File: src/rtl/amp_pkg.sv
// Shared widths, types and constants for the amplitude bin normalizer.
// Output fractions are unsigned 1.D values; NORM_ONE represents 1.0.
package amp_pkg;

  localparam int W       = 6;
  localparam int D       = 10;
  localparam int BIN_QTY = 12;
  localparam int AMP_W   = W + D;
  localparam int IDX_W   = $clog2(BIN_QTY);
  localparam int SUM_W   = AMP_W + IDX_W;
  localparam int CNT_W   = $clog2(D + 2);

  typedef logic [D:0] norm_t;

  localparam norm_t NORM_ONE = norm_t'(1) << D;

  typedef enum logic [1:0] {
    ST_IDLE,
    ST_DIV,
    ST_OUT
  } state_e;

endpackage

File: src/rtl/amp_serial_div.sv
// Restoring divider producing floor(num*2^D/den) over D+1 cycles.
// Zero divisor or skip yields 0 at once; num > den clamps to NORM_ONE.
module amp_serial_div
  import amp_pkg::*;
(
  input  logic             clk,
  input  logic             rst,
  input  logic             start_i,
  input  logic             skip_i,
  input  logic [AMP_W-1:0] num_i,
  input  logic [SUM_W-1:0] den_i,
  output logic             done_o,
  output norm_t            quo_o
);

  localparam logic [CNT_W-1:0] ITER = CNT_W'(D + 1);

  logic [SUM_W:0]   rem_q;
  logic [SUM_W-1:0] den_q;
  norm_t            quo_q;
  logic             clamp_q;
  logic [CNT_W-1:0] cnt_q;

  logic             ge;
  logic [SUM_W:0]   rsub;
  logic             bypass;

  always_comb begin
    ge     = rem_q >= {1'b0, den_q};
    rsub   = ge ? (rem_q - {1'b0, den_q}) : rem_q;
    bypass = skip_i || (den_i == '0);
  end

  always_ff @(posedge clk or posedge rst) begin
    if (rst) begin
      rem_q   <= '0;
      den_q   <= '0;
      quo_q   <= '0;
      clamp_q <= 1'b0;
      cnt_q   <= ITER;
    end else if (start_i) begin
      den_q   <= den_i;
      rem_q   <= {{(SUM_W + 1 - AMP_W){1'b0}}, num_i};
      quo_q   <= '0;
      clamp_q <= !bypass && (SUM_W'(num_i) > den_i);
      cnt_q   <= bypass ? ITER : '0;
    end else if (cnt_q != ITER) begin
      // Remainder stays below den, so the doubled value fits SUM_W+1 bits.
      rem_q <= {rsub[SUM_W-1:0], 1'b0};
      quo_q <= {quo_q[D-1:0], ge};
      cnt_q <= cnt_q + 1'b1;
    end
  end

  always_comb begin
    done_o = (cnt_q == ITER);
    quo_o  = clamp_q ? NORM_ONE : quo_q;
  end

endmodule

File: src/rtl/amp_bin_normalizer.sv
// Captures a frame of bin amplitudes and streams amp/sum per bin.
// Define AMP_NORM_SKIP_ZERO_EN to let zero-amplitude bins bypass division.
module amp_bin_normalizer
  import amp_pkg::*;
(
  input  logic                            clk,
  input  logic                            rst,
  input  logic [BIN_QTY-1:0][AMP_W-1:0]   noteAmplitudes_i,
  input  logic [SUM_W-1:0]                amplitudeSum_i,
  input  logic                            data_v_i,
  output norm_t                           norm_o,
  output logic [IDX_W-1:0]                bin_idx_o,
  output logic                            last_o,
  output logic                            valid_o,
  input  logic                            ready_i,
  output logic                            busy_o,
  output logic                            overrun_o
);

  state_e                         state_q;
  logic [BIN_QTY-1:0][AMP_W-1:0]  amps_q;
  logic [SUM_W-1:0]               sum_q;
  logic [IDX_W-1:0]               idx_q;

  logic [IDX_W-1:0]               nxt_idx;
  logic                           cap;
  logic                           xfer;
  logic                           div_start;
  logic                           div_skip;
  logic [AMP_W-1:0]               div_num;
  logic [SUM_W-1:0]               div_den;
  logic                           div_done;
  norm_t                          div_quo;

  always_comb begin
    nxt_idx   = (idx_q == IDX_W'(BIN_QTY - 1)) ? '0 : idx_q + 1'b1;
    cap       = (state_q == ST_IDLE) && data_v_i;
    xfer      = (state_q == ST_OUT) && valid_o && ready_i;
    div_start = cap || (xfer && !last_o);
    div_num   = cap ? noteAmplitudes_i[0] : amps_q[nxt_idx];
    div_den   = cap ? amplitudeSum_i : sum_q;
`ifdef AMP_NORM_SKIP_ZERO_EN
    div_skip  = (div_num == '0);
`else
    div_skip  = 1'b0;
`endif
  end

  amp_serial_div u_div (
    .clk     (clk),
    .rst     (rst),
    .start_i (div_start),
    .skip_i  (div_skip),
    .num_i   (div_num),
    .den_i   (div_den),
    .done_o  (div_done),
    .quo_o   (div_quo)
  );

  always_ff @(posedge clk or posedge rst) begin
    if (rst) begin
      state_q   <= ST_IDLE;
      amps_q    <= '0;
      sum_q     <= '0;
      idx_q     <= '0;
      norm_o    <= '0;
      bin_idx_o <= '0;
      last_o    <= 1'b0;
      valid_o   <= 1'b0;
      overrun_o <= 1'b0;
    end else begin
      // Frames arriving outside IDLE, even on the final transfer, are dropped.
      overrun_o <= data_v_i && (state_q != ST_IDLE);
      unique case (state_q)
        ST_IDLE: begin
          if (data_v_i) begin
            amps_q  <= noteAmplitudes_i;
            sum_q   <= amplitudeSum_i;
            idx_q   <= '0;
            state_q <= ST_DIV;
          end
        end
        ST_DIV: begin
          if (div_done) begin
            norm_o    <= div_quo;
            bin_idx_o <= idx_q;
            last_o    <= (idx_q == IDX_W'(BIN_QTY - 1));
            valid_o   <= 1'b1;
            state_q   <= ST_OUT;
          end
        end
        ST_OUT: begin
          if (xfer) begin
            valid_o <= 1'b0;
            if (last_o) begin
              last_o  <= 1'b0;
              state_q <= ST_IDLE;
            end else begin
              idx_q   <= nxt_idx;
              state_q <= ST_DIV;
            end
          end
        end
        default: state_q <= ST_IDLE;
      endcase
    end
  end

  assign busy_o = (state_q != ST_IDLE);

endmodule
File: config.mk
export PLATFORM = sky130hd
export DESIGN_NAME = amp_bin_normalizer
export DESIGN_NICKNAME = d
export VERILOG_FILES = /design/src/rtl/amp_pkg.sv /design/src/rtl/amp_serial_div.sv /design/src/rtl/amp_bin_normalizer.sv
export SDC_FILE = /design/constraint.sdc
export NUM_CORES = 1
export LEC_CHECK = 0
export ABC_AREA = 1
export BUFFER_PORTS_ARGS = -buffer_cell sky130_fd_sc_hd__buf_2
export CORE_UTILIZATION = 62
export DETAILED_ROUTE_END_ITERATION = 6
export PLACE_DENSITY = 0.86
export SLEW_MARGIN = 10
export SYNTH_ARGS = -nofsm -noshare
export SYNTH_HDL_FRONTEND = slang
export SYNTH_SLANG_ARGS = --single-unit
File: constraint.sdc
create_clock -name clk -period 32.9 [get_ports clk]
set_input_delay 9.87 -clock clk [delete_from_list [all_inputs] [get_ports clk]]
set_output_delay 9.87 -clock clk [all_outputs]
set_load 0.02 [all_outputs]
Yosys cells after proc, flatten, opt, wreduce, memory -nomap -nowiden
Index checks and enable logic that the tools add are counted.
{ "totals": {"reg_bits": 293, "output_inout_bits": 19, "inputBits": 216} }
{ "classes": {"magnitude_cmp": 3, "mux": 28, "addsub": 3, "n_eq_ne": 9, "n_reduce_logical": 20} }
{ "ops": {"columns": ["cell", "n"], "rows": [
  ["binary-select mux 16 bit (select 4 bit)", 1],
  ["two-way mux 21 bit", 2],
  ["two-way mux 20 bit", 2],
  ["two-way mux 11 bit", 3],
  ["two-way mux 16 bit", 2],
  ["two-way mux 4 bit", 7],
  [">= comparator 21 x 20 -> 1 bit", 1],
  ["greater-than comparator 16 x 20 -> 1 bit", 1],
  ["logical NOT 20 bit", 1],
  ["subtractor 20 bit", 1],
  ["adder 4 x 1 -> 4 bit (second input constant)", 2],
  ["== test 4 bit (second input constant)", 2],
  ["!= test 2 bit (second input constant)", 4],
  ["case mux 4 bit (2 select lines)", 1],
  ["nonzero test 2 bit", 4],
  ["logical AND 1 bit", 6],
  ["two-way mux 2 bit", 3],
  ["case mux 2 bit (3 select lines)", 1],
  ["AND reduction 3 bit", 2],
  ["< comparator 4 x 5 -> 1 bit (second input constant)", 1],
  ["two-way mux 1 bit", 4],
  ["!= test 4 bit (second input constant)", 1],
  ["case mux 1 bit (2 select lines)", 2],
  ["AND reduction 2 bit", 2],
  ["other kinds (6)", 7]
]} }

Depth between registers and ports, before layout
Gate-level depths: netlist of run 1.
{ "depth": {"word_depth": 7, "ltp_mapped": 23} }

Hierarchy
From an unflattened synthesis of run 1, not the netlist that was laid out.
{ "hier_totals": {"hier_cells": 2085, "area_unflattened_um2": 15551.2} }
{ "by_module_without_submodules": {"columns": ["module", "seq_area_each_um2", "cells_per_inst", "instances", "area_each_um2"], "rows": [
  ["amp_bin_normalizer", 5905.7, 1412, 1, 11123.2],
  ["amp_serial_div", 1430.1, 673, 1, 4428.0]
]} }

Worst setup path after synthesis of run 1
Ideal clock, no wire load.
{ "synth_path": {"path_type": "input to register", "start": "in data_v_i", "end": "reg u_div.clamp_q", "arrival_ps": 11470, "path_slack_ps": 21312, "path_stages": 17, "setup_time_ps": 117, "path_buffers": 2, "t_required_ps": 32783, "path_cell_list": "nand2_4 -> inv_2 -> buf_2 -> clkbuf_1 -> nand2_1 -> nand2_1 -> ha_1 -> nand2_1 -> inv_1 -> nand3_1 -> a31oi_1 -> nor3_1 -> nand2_1 -> nand2_1 -> nand2_1 -> nand3_1 -> nand2_1"} }
{ "synth_between": {"elab_chain_cells": 5, "elab_cells_between_ends": 8} }
{ "synth_lines": {"columns": ["element", "line", "rtl"], "rows": [
  ["start, declared", "amp_bin_normalizer.sv:10", "input logic data_v_i,"],
  ["logical AND 1 bit *", "amp_bin_normalizer.sv:37", "cap = (state_q == ST_IDLE) && data_v_i;"],
  ["parallel branches: the longest is 4 deep, another holds greater-than comparator 16 x 20 -> 1 bit", null, null],
  ["end signal, assigned", "amp_serial_div.sv:45", "clamp_q <= !bypass && (SUM_W'(num_i) > den_i);"],
  ["end, declared", "amp_serial_div.sv:21", "logic clamp_q;"]
]} }
Every way passes the cells marked *.
A chain may end at the register's enable or synchronous reset.

Worst setup path after layout of run 1
{ "layout_path": {"start": "in data_v_i", "end": "reg u_div.cnt_q[0]"} }
{ "layout_between": {"elab_chain_cells": 5, "elab_cells_between_ends": 7} }
{ "layout_lines": {"columns": ["element", "line", "rtl"], "rows": [
  ["logical AND 1 bit *", "amp_bin_normalizer.sv:37", null],
  ["two-way mux 20 bit", "amp_bin_normalizer.sv:41", "div_den = cap ? amplitudeSum_i : sum_q;"],
  ["logical NOT 20 bit", "amp_serial_div.sv:31", "bypass = skip_i || (den_i == '0);"],
  ["two-way mux 4 bit", "amp_serial_div.sv:46", "cnt_q <= bypass ? ITER : '0;"],
  ["two-way mux 4 bit", "amp_serial_div.sv:41", "end else if (start_i) begin"],
  ["end signal, assigned", "amp_serial_div.sv:46", null],
  ["end signal, assigned", "amp_serial_div.sv:51", "cnt_q <= cnt_q + 1'b1;"],
  ["end, declared", "amp_serial_div.sv:22", "logic [CNT_W-1:0] cnt_q;"]
]} }
Every way passes the cells marked *; elsewhere a longest branch is shown, timed or not.

==> out/metrics.cfg, run 1 <==
[final_layout]
fin_nets = 2460
area_growth_pct = 14.1
layout-drive-gt1-share = 0.145
nFillCells = 1941
seq_area_sq_um = 7340
final_core_util = 0.719
design_area_sq_um = 17400
multi_input_area_sq_um = 6680

[clock_tree]
cts-root-buf = clkbuf_16
cts_num_sinks = 293
clock_latency_ns = 0.58
clock_path_buffers = 3
cts_made_buffers = 31
cts_resized = 0
cts_hold_buf = 0
cts_tree = yes
path_clk_slew_ns = 0.06
cts_max_level = 1
postCtsSetupRepairBufs = 0

[worst_setup_path]
worstRegToRegCells = 17
cp_data_required_time_ns = 33.40
crit_path_max_fanout = 124
timing.rr.start = state_q[1]$_DFFE_PP0P_
rr_endpoint = u_div.clamp_q$_DFFE_PP0N_
worstSetupPathType = primary input to flip-flop
startpoint_type = primary input
worstSetupEndpointType = flip-flop
startpoint = data_v_i
crit_arrival_ns = 13.50
r2r_setup_slack_ns = 28.73
setup.worst_path.end = u_div.cnt_q[0]$_DFFE_PP1P_

[place]
place_hpwl_um = 29600
placed_area_sq_um = 16400
port_buffers = 234
gp_congestion = 0.931

[sta]
fin_skew_ns = 0.0262
rsz0062_at_grt = no
final_max_slew_viol_count = 0
fin_crit_sh = 0.395
clock.fmax_mhz = 76.9
post-route-min-period_ns = 13.00
finalSetupTns_ns = 0
slew_headroom = 0.278
hold_viol = 0
setup_viol = 0
tightest_slew_ns = 1.08

[yosys]
netlist_instances = 2039
ys_top_cells_by_area = dfrtp_1 48%, nand2_1 20%, nand3_1 9.2%
yosysMostFrequentCell = nand2_1
syn_area_per_cell_sq_um = 7.49
ys_ff_latch = 293
yosysTopAreaCell = dfrtp_1
async_reset_ff_frac = 1.00
synthTopCellsByCount = 831 x nand2_1, 290 x dfrtp_1, 281 x nand3_1, 178 x inv_1, 109 x o21ai_0
synth_nets = 2294
syn_area_sq_um = 15300
yosysWarningCount = 0
synth_cell_types = 41
synth_ff_type = dfrtp_1
synth-edff-count = 0
yosysSeqAreaShare = 0.480
yosysTopAreaCellShare = 0.475

[global_route]
grt_overflow = 0
grt_start_max_net_pins = 144
grt_pass1_wl_um = 69700
grtUsageTotal = 0.344
antenna_found_initial = 6
first_global_vias = 13900

[pwr]
finalPower_mw = 1.84
power.density_nw_per_um2 = 106
p_leak_nw = 9.33
ir_drop_mv = 0.0561

[drt]
drc_errors = 0
ant_nets = 0
drtPass1Iterations = 6
drt_iter0_drc = 1797
dr_total_vias = 14600
drt-total-wl_um = 43100
wl_per_cell_um = 16.8
detail_route.vias_per_cell = 5.68

[floorplan]
core_sq_um = 24200
row_count = 57
die_y_um = 159
start_util = 0.630
die_area_sq_um = 25300
fp.dieW_um = 159
io_pins = 235

[outcome]
status = finished, final reports clean

[flow_run]
drv_cap = 0

[min_path]
hold_path_class = flip-flop to flip-flop

[cell usage in the layout, fill, tap and decap left out, drive strengths merged]
master,netlist,routed
buf,64,243
clkinvlp,0,1
diode,0,6
clkbuf,46,47
nand3b,3,3
xor2,4,4
a211oi,1,1
nor2,40,40
o21a,3,3
o21bai,3,3
nand4,10,10
nor4,2,2
a31oi,1,1
nand3,283,283
nand2,834,834
fa,1,1
bufinv,0,2
o22ai,14,14
o211ai,6,6
clkinv,1,7
xnor2,7,7
dfrtp,290,290
ha,38,38
or2,4,4
o21ai,136,136
inv,188,190
a21oi,35,35
nor3,9,9
o31ai,11,11
dfstp,3,3
a21o,2,2
[logic make-up (layout without fill, tap and decap cells)]
family                   after synthesis  in the layout  synth area share
AO/OA/AOI/OAI                        212            212            0.0757
buffers and inverters                299            490            0.0834
AND/OR/NAND/NOR                     1185           1185             0.322
XOR/XNOR                              11             11           0.00631
other                                  0              6                 0
flip-flops                           293            293             0.480
adder cells (fa/ha/maj)               39             39            0.0324
[critical path, stage by stage]
cell and delay (ns):
buf_2 0.13, nand2_8 0.38, inv_6 0.40, nor2_4 0.83, inv_4 0.29, nor2_2 0.87, inv_2 0.33, nand3_1 0.18
o21ai_1 0.09, inv_1 0.07
[worst min path at each step]
stage / slack, ns / start / depth (start not counted) / end
2_1_floorplan: 0.44 / amps_q[154]$_DFFE_PP0P_ / 2 / amps_q[154]$_DFFE_PP0P_
3_3_place_gp: 0.46 / amps_q[186]$_DFFE_PP0P_ / 2 / amps_q[186]$_DFFE_PP0P_
3_5_place_dp: 0.46 / amps_q[80]$_DFFE_PP0P_ / 2 / amps_q[80]$_DFFE_PP0P_
4_1_cts: 0.48 / amps_q[154]$_DFFE_PP0P_ / 2 / amps_q[154]$_DFFE_PP0P_
5_1_grt: 0.50 / amps_q[25]$_DFFE_PP0P_ / 2 / amps_q[25]$_DFFE_PP0P_
6_report: 0.48 / amps_q[122]$_DFFE_PP0P_ / 2 / amps_q[122]$_DFFE_PP0P_
[layout make-up]
cell class / instances / share of cell area
diodes: 6 / 0.000861
clock buffers: 47 / 0.0520
clock inverters: 11 / 0.00725
inverters: 189 / 0.0416
multi-input cells: 1447 / 0.383
flip-flops and latches: 293 / 0.421
well taps: 324 / 0.0233
repair buffers: 243 / 0.0711
[flip-flops by register name, indices dropped and copies added, names as in the netlist]
register,flops
u_div.rem_q,21
u_div.den_q,20
overrun_o,1
u_div.clamp_q,1
norm_o,11
u_div.quo_q,11
state_q,2
amps_q,192
idx_q,4
last_o,1
u_div.cnt_q,4
bin_idx_o,4
valid_o,1
sum_q,20
[stage by stage]
stage	instances	hold slack, ns	setup WS, ns
6_report	2560	0.478	19.90
3_5_place_dp	2496	0.462	19.45
5_1_grt	2559	0.498	19.54
4_1_cts	2554	0.480	19.98
2_1_floorplan	2039	0.440	14.94
3_3_place_gp	2496	0.457	19.57
[where the power goes]
| part | total, mW | internal (mW) | switching [mW] |
|---|---|---|---|
| Clock | 0.353 | 0.206 | 0.147 |
| Combinational | 0.868 | 0.305 | 0.564 |
| Sequential | 0.618 | 0.532 | 0.0862 |
[per-layer routing]
layer	global-route usage	wire length, um
met2	0.553	20000
met5	0	0
met1	0.465	17400
met3	0.0448	3510
met4	0.165	2180
No activity file was read; power rests on OpenSTA's default activity.
==> run 2, diff against run 1 <==
ABC_AREA = 0   (was 1)
CORE_UTILIZATION = 52   (was 62)
PLACE_DENSITY = 0.77   (was 0.86)
clock period = 11.8 ns   (was 32.9 ns; I/O delays follow)
==> out/metrics.cfg, run 2 <==
[outcome]
status = finished, final reports clean

[final_layout]
final_core_util = 0.619  ; -0.0997
regMostFlops = amps_q
reg_top3 = amps_q x192, u_div.rem_q x21
fin_cells = 2197  ; -14%
fin_nets = 2046  ; -17%
largest_reg_flops = 192  ; unchanged
mostFrequentLayoutCells = 676 x nand2_1, 290 x dfrtp_1, 234 x buf_2
mostFrequentLayoutCell = nand2_1
area_growth_pct = 17.1
layout-drive-gt1-share = 0.199  ; +0.0546

[yosys]
yosysTopAreaCell = dfrtp_1
async_reset_ff_frac = 1.00  ; unchanged
syn_area_sq_um = 14700  ; -3.8%
yosys.area_share.simple = 0.220  ; -0.102
synth_cell_types = 73  ; +78%
synth-edff-count = 0  ; unchanged
ys_ff_latch = 293  ; unchanged
synth_top_family_by_area = simple AND/OR/NAND/NOR gates
netlist_instances = 1598  ; -22%
yosysWarningCount = 0  ; unchanged
yosysSeqAreaShare = 0.499  ; +0.0192
synth-compound-area-share = 0.101  ; +0.0256
synthAdderAreaFrac = 0.0337  ; +0.00130
yosysMostFrequentCell = nand2_1
synth-xor-area-share = 0.00954  ; +0.00323
synthMuxAreaShare = 0.0957  ; +0.0957
synth_nets = 1853  ; -19%
ys_top_cells_by_area = dfrtp_1 49%, nand2_1 17%, mux4_2 5.5%
yosysTopAreaCellShare = 0.494  ; +0.0190
synth_ff_type = dfrtp_1
syn_area_per_cell_sq_um = 9.19  ; +23%
synthTopCellsByCount = 677 x nand2_1, 290 x dfrtp_1, 71 x clkbuf_1, 57 x o21ai_0, 53 x a21oi_1

[worst_setup_path]
timing.rr.start = idx_q[0]$_DFFE_PP0P_
crit_arrival_ns = 6.85  ; -6.65 ns
crit_path_max_incr_delay_ns = 0.62  ; -0.25 ns
worstRegToRegCells = 16  ; -1
slowest_stage = buf_12
cp_cell_sequence = buf_2, nor3b_2, buf_12, mux2i_1, ha_1, a21o_1, a21o_1, a21o_1, a211oi_1, o211a_1, o21ai_0, a22o_1
worstSetupPathType = primary input to flip-flop
worstSetupEndpointType = flip-flop
crit_buf_inv = 2  ; -3
crit_path_max_fanout = 225  ; +81%
cp_top_family = compound AO/OA/AOI/OAI gates
cp_data_required_time_ns = 12.19  ; -21.21 ns
r2r_setup_slack_ns = 6.79  ; -21.94 ns
cp.depth = 12  ; +2
path_common_cell = a21o_1
startpoint_type = primary input
rr_endpoint = u_div.clamp_q$_DFFE_PP0N_

[clock_tree]
clock_path_buffers = 3  ; unchanged
cts_resized = 0  ; unchanged
cts_tree = yes
cts-root-buf = clkbuf_16
cts_max_level = 2  ; +1
postCtsSetupRepairBufs = 0  ; unchanged
cts_hold_buf = 0  ; unchanged
cts_made_buffers = 34  ; +9.7%
clock_latency_ns = 0.51  ; -0.07 ns
cts_num_sinks = 293  ; unchanged
path_clk_slew_ns = 0.06  ; about the same

[flow_run]
drv_cap = 0  ; unchanged

[sta]
holdWs_ns = 0.467  ; -0.0105 ns
tightest_slew_ns = 1.16  ; +0.0738 ns
rsz0062_at_grt = no
clock.fmax_mhz = 155
finalSetupTns_ns = 0  ; unchanged
final_max_slew_viol_count = 0  ; unchanged
hold_viol = 0  ; unchanged
fin_crit_sh = 0.547
slew_headroom = 0.229  ; -0.0492
setup_viol = 0  ; unchanged
post-route-min-period_ns = 6.46
fin_skew_ns = 0.0119  ; -0.0142 ns

[floorplan]
die_y_um = 170  ; +7.0%
die_area_sq_um = 28900  ; +14%
fp.dieW_um = 170  ; +7.0%
start_util = 0.529  ; -0.101
row_count = 61  ; +7.0%
core_sq_um = 27800  ; +15%
io_pins = 235  ; unchanged

[min_path]
hold_path_class = flip-flop to flip-flop
hold_start = amps_q[146]$_DFFE_PP0P_
hold_end = amps_q[146]$_DFFE_PP0P_
hold_depth = 2  ; unchanged

[place]
gp_congestion = 0.958  ; +2.9%
place_hpwl_um = 28400  ; -4.1%
placedCellCount = 2133  ; -15%
port_buffers = 234  ; unchanged

[pwr]
power.density_nw_per_um2 = 328  ; +210%
p_leak_nw = 8.93  ; -4.3%
ir_drop_mv = 0.140  ; +150%
finalPower_mw = 5.64  ; +210%

[drt]
ant_nets = 0  ; unchanged
drtPass1Iterations = 5  ; -1
drc_errors = 0  ; unchanged
detail_route.vias_per_cell = 5.62  ; -1.2%
drt-total-wl_um = 40900  ; -5.0%
dr_total_vias = 12300  ; -15%
wl_per_cell_um = 18.6  ; +11%
drt_iter0_drc = 1049  ; -42%

[global_route]
grt_start_max_net_pins = 226  ; +57%
grt_overflow = 0  ; unchanged
first_global_vias = 12000  ; -14%
antenna_found_initial = 7  ; +1
grtUsageTotal = 0.289  ; -0.0544
grt_pass1_wl_um = 64400  ; -7.6%

[run 2: logic make-up (layout without fill, tap and decap cells)]
kind of cell               count (synthesis)  count (layout)
other                                      0               4
adders and majority gates                 39              39
AOI/OAI and AO/OA                        229             229
muxes                                     85              85
xor gates and xnor gates                  16              16
and+or+nand+nor                          796             796
DFF                                      293             293
buffers and inverters                    140             357
[run 2: worst max path at each step]
stage	start	endpoint	slack, ns
2_1_floorplan	rst	amps_q[0]$_DFFE_PP0P_	0.17
3_3_place_gp	data_v_i	u_div.clamp_q$_DFFE_PP0N_	4.76
3_5_place_dp	data_v_i	u_div.clamp_q$_DFFE_PP0N_	4.66
4_1_cts	data_v_i	u_div.clamp_q$_DFFE_PP0N_	5.19
5_1_grt	data_v_i	u_div.clamp_q$_DFFE_PP0N_	4.92
6_report	data_v_i	u_div.clamp_q$_DFFE_PP0N_	5.34
[run 2: area by class of cell]
| class | instances | area, sq um |
|---|---|---|
| diodes | 4 | 10.0 |
| clock buffers | 51 | 1060 |
| clock inverters | 9 | 85.1 |
| fillers | 2402 | 10600 |
| inverters | 51 | 199 |
| multi-input cells | 1165 | 6770 |
| flip-flops and latches | 293 | 7340 |
| well taps | 378 | 473 |
| repair buffers | 246 | 1270 |
[run 2: power breakdown]
group | internal [mW] | leakage (nW) | total, mW | switching [mW]
logic | 1.18 | 4.73 | 2.79 | 1.62
clock network | 0.642 | 0.563 | 1.06 | 0.417
registers | 1.49 | 3.63 | 1.79 | 0.296
[run 2: per-layer routing]
metal	track usage	share of wire	vias to the layer above
li1	-	-	5741
met1	0.395	0.42	5974
met2	0.451	0.46	529
met3	0.0628	0.085	90
met4	0.114	0.037	10
met5	0	0.0017	-
[run 2: tightest hold or removal path, stage by stage, from the launching register on]
cell and delay, ns:
dfrtp_1 0.34, nand2_1 0.05, nand2_1 0.05
[run 2: through the flow]
stage          worst slack [ns]  instance area [sq um]
6_report                   5.34                  17200
4_1_cts                    5.19                  17200
3_5_place_dp               4.66                  16100
5_1_grt                    4.92                  17200
3_3_place_gp               4.76                  16100
2_1_floorplan             0.174                  14700
==> run 3, diff against run 2 <==
ABC_AREA = 1   (was 0)
clock period = 5.7 ns   (was 11.8 ns; I/O delays follow)
==> out/metrics.cfg, run 3 (synthesis results as in run 1) <==
[outcome]
status = finished, final reports clean

[worst_setup_path]
crit_path_max_incr_delay_ns = 0.83  ; +0.21 ns
cp_data_required_time_ns = 6.20  ; -5.99 ns
worstRegToRegCells = 17  ; +1
cp_cell_sequence = buf_2, nand2_8, inv_6, nor2_4, inv_4, nor2_2, inv_2, nand3_1, o21ai_1, inv_1
r2r_setup_slack_ns = 2.00  ; -4.79 ns
slowest_stage = nor2_2
crit_arrival_ns = 4.51  ; -2.34 ns
rr_endpoint = u_div.clamp_q$_DFFE_PP0N_
startpoint_type = primary input
timing.rr.start = idx_q[0]$_DFFE_PP0P_
crit_path_max_fanout = 91  ; -60%
worstSetupPathType = primary input to flip-flop
worstSetupEndpointType = flip-flop

[final_layout]
nFillCells = 2601  ; +8.3%
regMostFlops = amps_q
fin_nets = 2466  ; +21%
area_growth_pct = 14.9
design_area_sq_um = 17600  ; +2.1%
largest_reg_flops = 192  ; unchanged
multi_input_area_sq_um = 6690  ; -1.2%
layout-drive-gt1-share = 0.145  ; -0.0540
reg_top3 = amps_q x192, u_div.rem_q x21
mostFrequentLayoutCell = nand2_1
mostFrequentLayoutCells = 831 x nand2_1, 290 x dfrtp_1, 281 x nand3_1
seq_area_sq_um = 7340  ; unchanged

[drt]
ant_nets = 0  ; unchanged
drt_iter0_drc = 1466  ; +40%
drtPass1Iterations = 6  ; +1
drt-total-wl_um = 43500  ; +6.3%
detail_route.vias_per_cell = 5.43  ; -3.4%
wl_per_cell_um = 16.6  ; -11%
drc_errors = 0  ; unchanged
dr_total_vias = 14200  ; +15%

[sta]
tightest_slew_ns = 1.06  ; -0.0919 ns
setup_viol = 0  ; unchanged
final_max_slew_viol_count = 0  ; unchanged
slew_headroom = 0.288  ; +0.0595
fin_crit_sh = 0.704
post-route-min-period_ns = 4.01
fin_skew_ns = 0.0150  ; +0.00304 ns
fin_ws_ns = 1.69  ; -3.66 ns
rsz0062_at_grt = no
finalSetupTns_ns = 0  ; unchanged
clock.fmax_mhz = 249
hold_viol = 0  ; unchanged

[flow_run]
drv_cap = 0  ; unchanged

[pwr]
pwr-share-seq = 0.339  ; +0.022
switching_share = 0.429  ; +0.0159
ir_drop_mv = 0.261  ; +87%
power.switching_mw = 4.51  ; +93%
p_leak_nw = 9.35  ; +4.7%
internal_power_mw = 5.99  ; +81%
pwr-share-comb = 0.475  ; -0.020
p_clk_frac = 0.187  ; about the same
power.density_nw_per_um2 = 598  ; +82%

[min_path]
hold_depth = 2  ; unchanged
hold_end = amps_q[154]$_DFFE_PP0P_
hold_path_class = flip-flop to flip-flop
hold_start = amps_q[154]$_DFFE_PP0P_

[clock_tree]
path_clk_slew_ns = 0.06  ; about the same
clock_latency_ns = 0.56  ; +0.05 ns
cts_made_buffers = 30  ; -12%
cts_num_sinks = 293  ; unchanged
cts_hold_buf = 0  ; unchanged
cts_resized = 0  ; unchanged
cts_tree = yes
postCtsSetupRepairBufs = 0  ; unchanged
clock_path_buffers = 3  ; unchanged
cts_max_level = 1  ; -1
cts-root-buf = clkbuf_16

[place]
port_buffers = 234  ; unchanged
place_ws_ns = 1.19  ; -3.48 ns
place_hpwl_um = 30000  ; +5.9%
placed_area_sq_um = 16600  ; +3.2%
gp_congestion = 0.932  ; -2.7%

[floorplan]
fp.dieW_um = 173  ; +2.0%
row_count = 62  ; +1.6%
die_y_um = 173  ; +2.0%
die_area_sq_um = 30100  ; +3.9%
core_sq_um = 28800  ; +3.6%
io_pins = 235  ; unchanged
start_util = 0.531  ; +0.00205

[global_route]
first_global_vias = 13800  ; +15%
grt_overflow = 0  ; unchanged
grtUsageTotal = 0.293  ; +0.00326
grt_pass1_wl_um = 70800  ; +9.9%
grt_start_max_net_pins = 192  ; -15%
antenna_found_initial = 4  ; -3

[run 3: cell count changes in the layout (fill, tap and decap cells not counted), moves of 36 or more]
cell     delta
inv_1     +126
mux2i_1    -38
mux4_2     -36
nand2_1   +155
nand3_1   +267
o21ai_0    +52
[run 3: worst max-delay path: cells and delay by family]
kind	cells	cell delay, ns
AOI/OAI and AO/OA	1	0.07
buffers and inverters	5	1.01
and+or+nand+nor	4	1.61
[run 3: power groups by stage]
stage               registers, mW  clock network [mW]  logic (mW)
global route                 3.65                2.06        5.69
global placement             3.54                   0        4.74
CTS                          3.55                1.98        4.95
finish                       3.56                1.96        4.99
floorplan                    3.50                   0        3.72
detailed placement           3.57                   0        4.89
[run 3: area by class of cell]
| cell class | instances | share of cell area |
|---|---|---|
| diodes | 4 | 0.000570 |
| clock buffers | 51 | 0.0530 |
| clock inverters | 5 | 0.00285 |
| inverters | 189 | 0.0410 |
| multi-input cells | 1447 | 0.381 |
| flip-flops and latches | 293 | 0.418 |
| well taps | 384 | 0.0274 |
| repair buffers | 250 | 0.0764 |
[run 3: routing by layer]
| metal | global-route usage | up-vias | wire length, um |
|---|---|---|---|
| met5 | 0 | - | 0 |
| met4 | 0.126 | 0 | 1810 |
| met3 | 0.0469 | 113 | 3120 |
| met2 | 0.459 | 648 | 20000 |
| met1 | 0.403 | 6628 | 18600 |
| li1 | - | 6849 | - |
[run 3: how the worst max path moves through the flow]
stage	from	slack (ns)	end	cells after the start
after CTS	data_v_i	1.76	u_div.cnt_q[0]$_DFFE_PP1P_	10
after detailed placement	data_v_i	1.19	u_div.cnt_q[0]$_DFFE_PP1P_	10
after global placement	data_v_i	1.20	u_div.cnt_q[1]$_DFFE_PP1P_	10
final	data_v_i	1.69	u_div.cnt_q[0]$_DFFE_PP1P_	10
after floorplan	rst	0.10	amps_q[0]$_DFFE_PP0P_	1
after global routing	data_v_i	1.46	u_div.cnt_q[1]$_DFFE_PP1P_	10
[run 3: stage by stage]
step	std cells	hold slack [ns]	power, mW	utilization
after floorplan	2039	0.440	7.23	-
after global placement	2563	0.454	8.28	0.576
after detailed placement	2563	0.460	8.46	0.576
after CTS	2619	0.476	10.5	0.610
after global routing	2623	0.494	11.4	0.610
final	2623	0.475	10.5	0.610
